File: src/rtl/pla_pkg.sv
// Shared types for the sequential PLA evaluator: controller states and the
// cube record held in the product-term store.
package pla_pkg;

  localparam int PLA_NIN  = 7;
  localparam int PLA_NOUT = 1;

  typedef enum logic [1:0] {
    ST_IDLE = 2'd0,
    ST_SCAN = 2'd1,
    ST_DONE = 2'd2
  } state_e;

  // One product term: care mask, literal polarity and the outputs it feeds.
  typedef struct packed {
    logic [PLA_NIN-1:0]  care;
    logic [PLA_NIN-1:0]  val;
    logic [PLA_NOUT-1:0] omask;
  } cube_t;

endpackage

File: src/rtl/pla_cube_match.sv
// Combinational single-cube test: the cube hits when every cared-for input
// equals its literal polarity.
module pla_cube_match #(
  parameter int NIN = 7
) (
  input  logic [NIN-1:0] x,
  input  logic [NIN-1:0] care,
  input  logic [NIN-1:0] val,
  output logic           hit
);

  assign hit = &((x ~^ val) | ~care);

endmodule

File: src/rtl/pla_seq_eval.sv
// Sequential PLA evaluator: one product term per SCAN cycle through a single
// shared cube matcher, OR-accumulated per output, then polarity-corrected.
module pla_seq_eval
  import pla_pkg::*;
#(
  parameter int NIN   = PLA_NIN,
  parameter int NOUT  = PLA_NOUT,
  parameter int NTERM = 16,
  localparam int TW   = $clog2(NTERM + 1),
  localparam int AW   = (NTERM > 1) ? $clog2(NTERM) : 1
) (
  input  logic            clk,
  input  logic            rst_n,
  input  logic            cfg_we,
  output logic            cfg_ready,
  input  logic [AW-1:0]   cfg_addr,
  input  logic [NIN-1:0]  cfg_care,
  input  logic [NIN-1:0]  cfg_val,
  input  logic [NOUT-1:0] cfg_omask,
  input  logic            cfg_nterm_we,
  input  logic [TW-1:0]   cfg_nterm,
  input  logic            cfg_pol_we,
  input  logic [NOUT-1:0] cfg_pol,
  input  logic            in_valid,
  output logic            in_ready,
  input  logic [NIN-1:0]  in_x,
  output logic            out_valid,
  input  logic            out_ready,
  output logic [NOUT-1:0] out_y
);

  state_e          state_q, state_d;
  logic [TW-1:0]   term_q, term_d;
  logic [TW-1:0]   nterm_q, nterm_d;
  logic [NOUT-1:0] pol_q, pol_d;
  logic [NOUT-1:0] acc_q, acc_d;
  logic [NIN-1:0]  x_q, x_d;
  logic [NOUT-1:0] out_y_q, out_y_d;
  logic            out_valid_q, out_valid_d;
  cube_t           cube_q [NTERM];
  cube_t           cube_d [NTERM];
  cube_t           cube_cur_s;
  logic            hit_s;

  assign cube_cur_s = cube_q[term_q[AW-1:0]];

  pla_cube_match #(.NIN(NIN)) u_match (
    .x    (x_q),
    .care (cube_cur_s.care),
    .val  (cube_cur_s.val),
    .hit  (hit_s)
  );

  assign in_ready  = (state_q == ST_IDLE);
  assign cfg_ready = (state_q == ST_IDLE);
  assign out_valid = out_valid_q;
  assign out_y     = out_y_q;

  // Next-state, config-store and datapath updates.
  always_comb begin
    state_d     = state_q;
    term_d      = term_q;
    nterm_d     = nterm_q;
    pol_d       = pol_q;
    acc_d       = acc_q;
    x_d         = x_q;
    out_y_d     = out_y_q;
    out_valid_d = out_valid_q;
    cube_d      = cube_q;
    case (state_q)
      ST_IDLE: begin
        if (cfg_we) begin
          cube_d[cfg_addr] = '{care: cfg_care, val: cfg_val, omask: cfg_omask};
        end else begin
          cube_d = cube_q;
        end
        if (cfg_nterm_we) begin
          nterm_d = (cfg_nterm > TW'(NTERM)) ? TW'(NTERM) : cfg_nterm;
        end else begin
          nterm_d = nterm_q;
        end
        if (cfg_pol_we) begin
          pol_d = cfg_pol;
        end else begin
          pol_d = pol_q;
        end
        // The new cube is committed on this edge, so the scan that starts
        // here already sees it.
        if (in_valid) begin
          x_d     = in_x;
          acc_d   = '0;
          term_d  = '0;
          state_d = (nterm_d != '0) ? ST_SCAN : ST_DONE;
        end else begin
          state_d = ST_IDLE;
        end
      end
      ST_SCAN: begin
        if (hit_s) begin
          acc_d = acc_q | cube_cur_s.omask;
        end else begin
          acc_d = acc_q;
        end
        if ((term_q + TW'(1)) == nterm_q) begin
          state_d = ST_DONE;
        end else begin
          term_d = term_q + TW'(1);
        end
      end
      ST_DONE: begin
        if (!out_valid_q) begin
          out_y_d     = acc_q ^ pol_q;
          out_valid_d = 1'b1;
        end else if (out_ready) begin
          out_valid_d = 1'b0;
          state_d     = ST_IDLE;
        end else begin
          state_d = ST_DONE;
        end
      end
      default: begin
        state_d     = ST_IDLE;
        out_valid_d = 1'b0;
      end
    endcase
  end

  // State and storage registers.
  always_ff @(posedge clk or negedge rst_n) begin
    if (!rst_n) begin
      state_q     <= ST_IDLE;
      term_q      <= '0;
      nterm_q     <= '0;
      pol_q       <= '0;
      acc_q       <= '0;
      x_q         <= '0;
      out_y_q     <= '0;
      out_valid_q <= 1'b0;
      for (int i = 0; i < NTERM; i++) begin
        cube_q[i] <= '0;
      end
    end else begin
      state_q     <= state_d;
      term_q      <= term_d;
      nterm_q     <= nterm_d;
      pol_q       <= pol_d;
      acc_q       <= acc_d;
      x_q         <= x_d;
      out_y_q     <= out_y_d;
      out_valid_q <= out_valid_d;
      cube_q      <= cube_d;
    end
  end

endmodule
File: config.mk
export PLATFORM = sky130hd
export DESIGN_NAME = pla_seq_eval
export DESIGN_NICKNAME = d
export VERILOG_FILES = /design/src/rtl/pla_pkg.sv /design/src/rtl/pla_cube_match.sv /design/src/rtl/pla_seq_eval.sv
export SDC_FILE = /design/constraint.sdc
export NUM_CORES = 1
export LEC_CHECK = 0
export BUFFER_PORTS_ARGS = -buffer_cell sky130_fd_sc_hd__clkbuf_2
export CORE_ASPECT_RATIO = 0.7
export CORE_MARGIN = 2
export CORE_UTILIZATION = 40
export DETAILED_ROUTE_END_ITERATION = 8
export GPL_ROUTABILITY_DRIVEN = 0
export SYNTH_ARGS = -nofsm -noshare
export SYNTH_HDL_FRONTEND = slang
export SYNTH_SLANG_ARGS = --single-unit
File: constraint.sdc
create_clock -name clk -period 2.5 [get_ports clk]
set_clock_uncertainty 0.2 [all_clocks]
set_input_delay 0.25 -clock clk [delete_from_list [all_inputs] [get_ports clk]]
set_output_delay 0.25 -clock clk [all_outputs]
set_load 0.1 [all_outputs]
### After elaboration in Yosys (flattened, before gate mapping)

Cells that the tools add are included.

| storage, ports and cells | value |
|---|---|
| bits in registers | 263 |
| output and inout bits | 4 |
| input bits | 39 |

| operators by class | value |
|---|---|
| $add $sub $neg | 1 |
| reductions and logical operators | 13 |
| mux-type cells | 24 |
| eq/ne operators | 8 |
| $lt $le $gt $ge | 4 |
| bitwise gates (word level) | 8 |

Operators with widths:

| cell | count |
|---|---|
| $bwmux 240 | 1 |
| $bmux 15 s4 | 1 |
| $demux 15 s4 | 1 |
| $mux 15 | 3 |
| $mux 5 | 5 |
| $ge 5x5->1 const B | 2 |
| $mux 2 | 5 |
| $not 4->5 | 2 |
| $pmux 5 s2 | 1 |
| $reduce_and 2->1 | 5 |
| $ne 2x2->1 const B | 4 |
| $not 7->7 | 1 |
| $or 7x7->7 | 1 |
| $reduce_and 7->1 | 1 |
| $xnor 7x7->7 | 1 |
| $pmux 2 s3 | 1 |
| $reduce_and 3->1 | 2 |
| $add 5x1->5 const B | 1 |
| $eq 5x5->1 | 1 |
| $gt 5x5->1 const B | 1 |
| $lt 5x1->1 const B | 1 |
| $reduce_bool 5->1 | 1 |
| $mux 1 | 4 |
| $pmux 1 s2 | 2 |
| other kinds (10) | 10 |

### Depth between registers and ports, before layout

| logic depth | value |
|---|---|
| word-level depth | 9 |
| depth in mapped cells | 10 |
| depth with buffers taken out | 8 |

### Hierarchy

A second synthesis with hierarchy kept.

| second synthesis, totals | value |
|---|---|
| cell total of the unflattened synthesis | 749 |
| area total of the unflattened synthesis | 12122.9 µm² |

By module, submodules not included:

| module | seq. area each (µm²) | area an instance (µm²) | times used | cells each |
|---|---|---|---|---|
| pla_seq_eval | 6581.3 | 12030.3 | 1 | 738 |
| pla_cube_match | 0.0 | 92.6 | 1 | 11 |

### Worst setup path after synthesis

No wires, ideal clock.

| path | value |
|---|---|
| path kind | register to register |
| start | reg state_q[0] |
| end | reg cube_q[228] (netlist bit) |
| path slack | -0.552 ns |
| arrival time | 2.727 ns |
| required time | 2.175 ns |
| clock period less this slack | 3.052 ns |
| cell stages (with the launch flop) | 7 |
| cell sequence | dfrtp_1 -> nor2_2 -> nand2_1 -> or3_1 -> nor3_2 -> buf_4 -> mux2_2 |

| on the way | value |
|---|---|
| word-level cells in the longest chain between the ends | 2 |

Ends and longest elaborated chain:

| element | line | text |
|---|---|---|
| from (decl) | pla_seq_eval.sv:32 | `state_e state_q, state_d;` |
| from (signal assigned) | pla_seq_eval.sv:143 | `state_q <= state_d;` |
| $logic_not 2->1 | n/a |  |
| net cfg_ready | pla_seq_eval.sv:15 | `output logic cfg_ready,` |
| $reduce_and 2->1 (no source line) | n/a |  |
| to (signal assigned) | pla_seq_eval.sv:151 | `cube_q <= cube_d;` |
| to (decl) | pla_seq_eval.sv:40 | `cube_t cube_q [NTERM];` |

The timed path passes the listed nets, and every way through them passes these cells.
A chain may end at the register's enable or synchronous reset.

### Worst setup path in the final report

| path | value |
|---|---|
| start | reg term_q[0] |
| end | reg acc_q |

| on the way | value |
|---|---|
| word-level cells in the longest chain between the ends | 9 |
| elaborated cells between the ends (all ways) | 13 |

Ends and longest elaborated chain:

| element | line | text |
|---|---|---|
| from (decl) | pla_seq_eval.sv:33 | `logic [TW-1:0] term_q, term_d;` |
| from (signal assigned) | pla_seq_eval.sv:144 | `term_q <= term_d;` |
| $not 4->5 (implied by the code) * | pla_seq_eval.sv:45 | `assign cube_cur_s = cube_q[term_q[AW-1:0]];` |
| $bmux 15 s4 * | pla_seq_eval.sv:45 |  |
| $mux 15 (implied by the code) * (2 in series) | pla_seq_eval.sv:45 |  |
| $xnor 7x7->7 or $not 7->7 (tied branches) | pla_cube_match.sv:12 | `assign hit = &((x ~^ val) \| ~care);` |
| $or 7x7->7 | pla_cube_match.sv:12 |  |
| $reduce_and 7->1 | pla_cube_match.sv:12 |  |
| $ne 2x2->1 (no source line) | n/a |  |
| $reduce_and 3->1 (no source line) | n/a |  |
| to (signal assigned) | pla_seq_eval.sv:135 | `acc_q <= '0;` |
| to (signal assigned) | pla_seq_eval.sv:147 | `acc_q <= acc_d;` |
| to (decl) | pla_seq_eval.sv:36 | `logic [NOUT-1:0] acc_q, acc_d;` |

Every way passes the cells marked *; elsewhere a longest branch is shown, timed or not. The select of a mux whose other input is x is not followed.

==> impl_metrics.xml <==
<?xml version="1.0" encoding="UTF-8"?>
<metrics>
  <group name="outcome">
    <metric name="outcome" unit="">completed</metric>
  </group>
  <group name="timing">
    <metric name="report.final.hold_viol_count" unit="">0</metric>
    <metric name="clock.fmax" unit="MHz">407</metric>
    <metric name="period_needed" unit="ns">2.46</metric>
    <metric name="final_setup_viols" unit="">0</metric>
    <metric name="max_slew.worst_pin.slew" unit="ns">0.568</metric>
    <metric name="final_min_period_over_clock_period" unit="%">98.4</metric>
    <metric name="whs" unit="ns">0.0328</metric>
    <metric name="setup_repair_after_global_routing_missed_its_margin" unit="">yes</metric>
    <metric name="setup-tns-final" unit="ns">0</metric>
    <metric name="drv_slew" unit="">0</metric>
    <metric name="fin_ws" unit="ns">0.0410</metric>
    <metric name="timing.slew.headroom" unit="%">62.3</metric>
  </group>
  <group name="logic_synthesis">
    <metric name="ys_ff_latch" unit="">263</metric>
    <metric name="count_of_distinct_cell_types_in_the_synthesized_netlist" unit="">57</metric>
    <metric name="yosysTopAreaCellShare" unit="%">53.4</metric>
    <metric name="syn-cell-area" unit="sq mm">0.0123</metric>
    <metric name="syn_area_per_cell" unit="sq um">13.9</metric>
    <metric name="synth_seq_area_share" unit="%">53.4</metric>
    <metric name="ys_warn_count" unit="">0</metric>
    <metric name="synth_nets" unit="">926</metric>
    <metric name="post_synth_main_area_contributors" unit="">sky130_fd_sc_hd__dfrtp_1 53%, sky130_fd_sc_hd__mux2_2 23%, sky130_fd_sc_hd__mux4_2 5.1%</metric>
    <metric name="postSynthCellCount" unit="">886</metric>
    <metric name="synth_top_area_cell" unit="">sky130_fd_sc_hd__dfrtp_1</metric>
  </group>
  <group name="floorplan">
    <metric name="die_area" unit="sq mm">0.0323</metric>
    <metric name="dieWidth" unit="um">214</metric>
    <metric name="io_pins" unit="">43</metric>
    <metric name="std_cell_rows" unit="">53</metric>
    <metric name="vertical_die_dimension" unit="um">151</metric>
    <metric name="core-area" unit="sq mm">0.0302</metric>
    <metric name="initial_utilization" unit="%">40.9</metric>
  </group>
  <group name="finish">
    <metric name="antennaDiodeCount" unit="">0</metric>
    <metric name="drive_gt1_share" unit="%">46.7</metric>
    <metric name="final_net_count" unit="">1026</metric>
    <metric name="layout_fillers" unit="">2625</metric>
    <metric name="final_core_utilization" unit="%">49.9</metric>
    <metric name="most-common-layout-cells" unit="">261 x sky130_fd_sc_hd__dfrtp_1, 181 x sky130_fd_sc_hd__mux2_2, 73 x sky130_fd_sc_hd__mux2_4</metric>
    <metric name="areaGrowthSynthToFinish" unit="%">22.1</metric>
    <metric name="final_common_cell" unit="">sky130_fd_sc_hd__dfrtp_1</metric>
  </group>
  <group name="power">
    <metric name="power_density" unit="mW/mm^2">1240</metric>
    <metric name="maximum_ir_drop_on_the_vdd_rail" unit="V">0.000572</metric>
    <metric name="p_total" unit="mW">18.7</metric>
    <metric name="leakagePower" unit="nW">6.83</metric>
  </group>
  <group name="global_routing">
    <metric name="first_global_vias" unit="">7769</metric>
    <metric name="grt.total_usage" unit="%">20.6</metric>
    <metric name="grt_start_max_net_pins" unit="">60</metric>
    <metric name="grt_antenna_before_repair" unit="">0</metric>
    <metric name="global_route.overflow_total" unit="">0</metric>
    <metric name="grt_first_pass_wirelength" unit="um">49100</metric>
  </group>
  <group name="worst_setup_path">
    <metric name="worstSetupEndpointType" unit="">register</metric>
    <metric name="worst-setup-path-type" unit="">register to register</metric>
    <metric name="max_stage_delay" unit="ns">0.56</metric>
    <metric name="number_of_buffers_and_inverters_on_the_critical_path" unit="">2</metric>
    <metric name="crit_path_max_fanout" unit="">8</metric>
    <metric name="critPathLaunchType" unit="">register</metric>
    <metric name="worst-endpoint-required" unit="ns">2.73</metric>
    <metric name="critPathSlowestCell" unit="">sky130_fd_sc_hd__dfrtp_4</metric>
    <metric name="critical_path.top_delay_family" unit="">flip-flops</metric>
    <metric name="crit_chain" unit="">buf_6 &gt; buf_4 &gt; mux4_2 &gt; xor2_2 &gt; a22oi_1 &gt; or2_2 &gt; a31oi_1 &gt; o21ai_1</metric>
    <metric name="worst_ep_arrival_time" unit="ns">2.68</metric>
  </group>
  <group name="route">
    <metric name="postRouteAntennaNets" unit="">0</metric>
    <metric name="postRouteWirelength" unit="um">31800</metric>
    <metric name="detail_route.vias_per_cell" unit="">5.27</metric>
    <metric name="routed-via-count" unit="">7473</metric>
    <metric name="drt-pass1-iter-count" unit="">4</metric>
    <metric name="drt-initial-drc-count" unit="">451</metric>
    <metric name="drc" unit="">0</metric>
    <metric name="routed_wire_length_per_instance" unit="um">22.4</metric>
  </group>
  <group name="clocking">
    <metric name="cts.clk_slew.worst_paths" unit="ns">0.07</metric>
    <metric name="cts.sink_count" unit="">263</metric>
    <metric name="ctsLongestPathBuffers" unit="">3</metric>
    <metric name="tritoncts" unit="">yes</metric>
    <metric name="cts-buffers-inserted" unit="">26</metric>
    <metric name="ctsHtreeMaxLevel" unit="">1</metric>
    <metric name="clock_tree.root_cell" unit="">sky130_fd_sc_hd__clkbuf_16</metric>
    <metric name="clk_lat_worst_skew" unit="ns">0.54</metric>
  </group>
  <group name="placement">
    <metric name="place.detailed.hpwl" unit="um">20600</metric>
    <metric name="dp_slack" unit="ns">0.0179</metric>
    <metric name="portBuffers" unit="">42</metric>
  </group>
  <group name="min_path">
    <metric name="timing.hold.worst.class" unit="">input port to register</metric>
  </group>
  <group name="flow_run">
    <metric name="max_cap_violations" unit="">0</metric>
  </group>
</metrics>
power breakdown:
group          internal [mW]  switching, mW
clock network           2.35           1.69
registers               6.21           1.37
logic                   4.03           3.02
cell usage after synthesis, drive strengths merged:
library cell,count
a32oi,3
nor3,4
nand2,42
mux2i,15
o221ai,5
a22oi,2
buf,31
a221oi,7
o31ai,2
a311oi,1
mux4,30
clkbuf,33
or3,2
nand4,1
or2,1
o311ai,1
dfrtp,263
and2,5
a31oi,3
inv,5
nand2b,11
o31a,1
nor4bb,1
o211ai,1
ha,1
nor4,2
nor3b,1
o21ai,21
o41ai,1
and3,1
nor2b,6
mux2,254
a2111oi,1
nand4b,1
nand3,21
o2111ai,3
o32ai,1
a22o,1
a21oi,6
o2bb2ai,2
nand3b,1
nor2,17
xnor2,18
xor2,57
final cells by class:
cell class	count	area (sq um)	area share [%]
flip-flops and latches	263	6590	43.8
multi-input cells	554	5840	38.8
well taps	412	515	3.42
clock buffers	35	766	5.09
inverters	5	18.8	0.125
repair buffers	136	1210	8.05
clock inverters	12	118	0.781
sequential cells by signal (all words and copies together) (netlist names):
name	flops
nterm_q	5
cube_q	240
x_q	7
out_y	1
out_valid	1
acc_q	1
state_q	2
term_q	5
pol_q	1
timing repair:
item                                    4_1_cts  5_1_grt
endpoints found under the hold margin       280        0
hold buffers                                 26        0
resized for setup                             0       20
setup buffers                                 0        4
endpoints found under the setup margin        0        1
stage by stage:
| step | cell area, sq um | instances |
|---|---|---|
| 2_1_floorplan | 12700 | 886 |
| 3_3_place_gp | 13700 | 1338 |
| 3_5_place_dp | 13700 | 1338 |
| 4_1_cts | 14900 | 1411 |
| 5_1_grt | 15100 | 1417 |
| 6_report | 15100 | 1417 |
worst paths after layout:
check	endpoint	slack, ns	depth (start not counted)	startpoint
worst max-delay path	acc_q	0.04	8	term_q[0]
worst min-delay path	cube_q[140]	0.03	2	cfg_val[4]
worst max register to register	acc_q	0.04	8	term_q[0]
worst min register to register	cube_q[70]	0.30	1	cube_q[70]
max in group asynchronous	cube_q[48]	1.28	3	rst_n
min in group asynchronous	cube_q[72]	0.04	2	rst_n
kinds of logic after synthesis:
family,Yosys count,share of synthesized area (%)
mux,299,30.0
simple gates,117,4.78
flops,263,53.4
fa+ha+maj,1,0.101
xor+xnor,75,5.33
buf+inv,69,2.74
compound gates,62,3.72
worst reg2reg max path, stage by stage (launching register included):
cell and delay, ns:
sky130_fd_sc_hd__dfrtp_4 0.56, sky130_fd_sc_hd__buf_6 0.16, sky130_fd_sc_hd__buf_4 0.11, sky130_fd_sc_hd__mux4_2 0.51, sky130_fd_sc_hd__xor2_2 0.17, sky130_fd_sc_hd__a22oi_1 0.09, sky130_fd_sc_hd__or2_2 0.28, sky130_fd_sc_hd__a31oi_1 0.17
sky130_fd_sc_hd__o21ai_1 0.09
metal layers:
layer,GRT usage (%),wire (um),vias up
met3,3.73,1690,30
met1,32.6,16200,3925
met5,0,0,-
li1,-,-,3381
met4,3.75,471,0
met2,29.3,13400,137
Note: power is estimated with default switching activity, not from simulation.
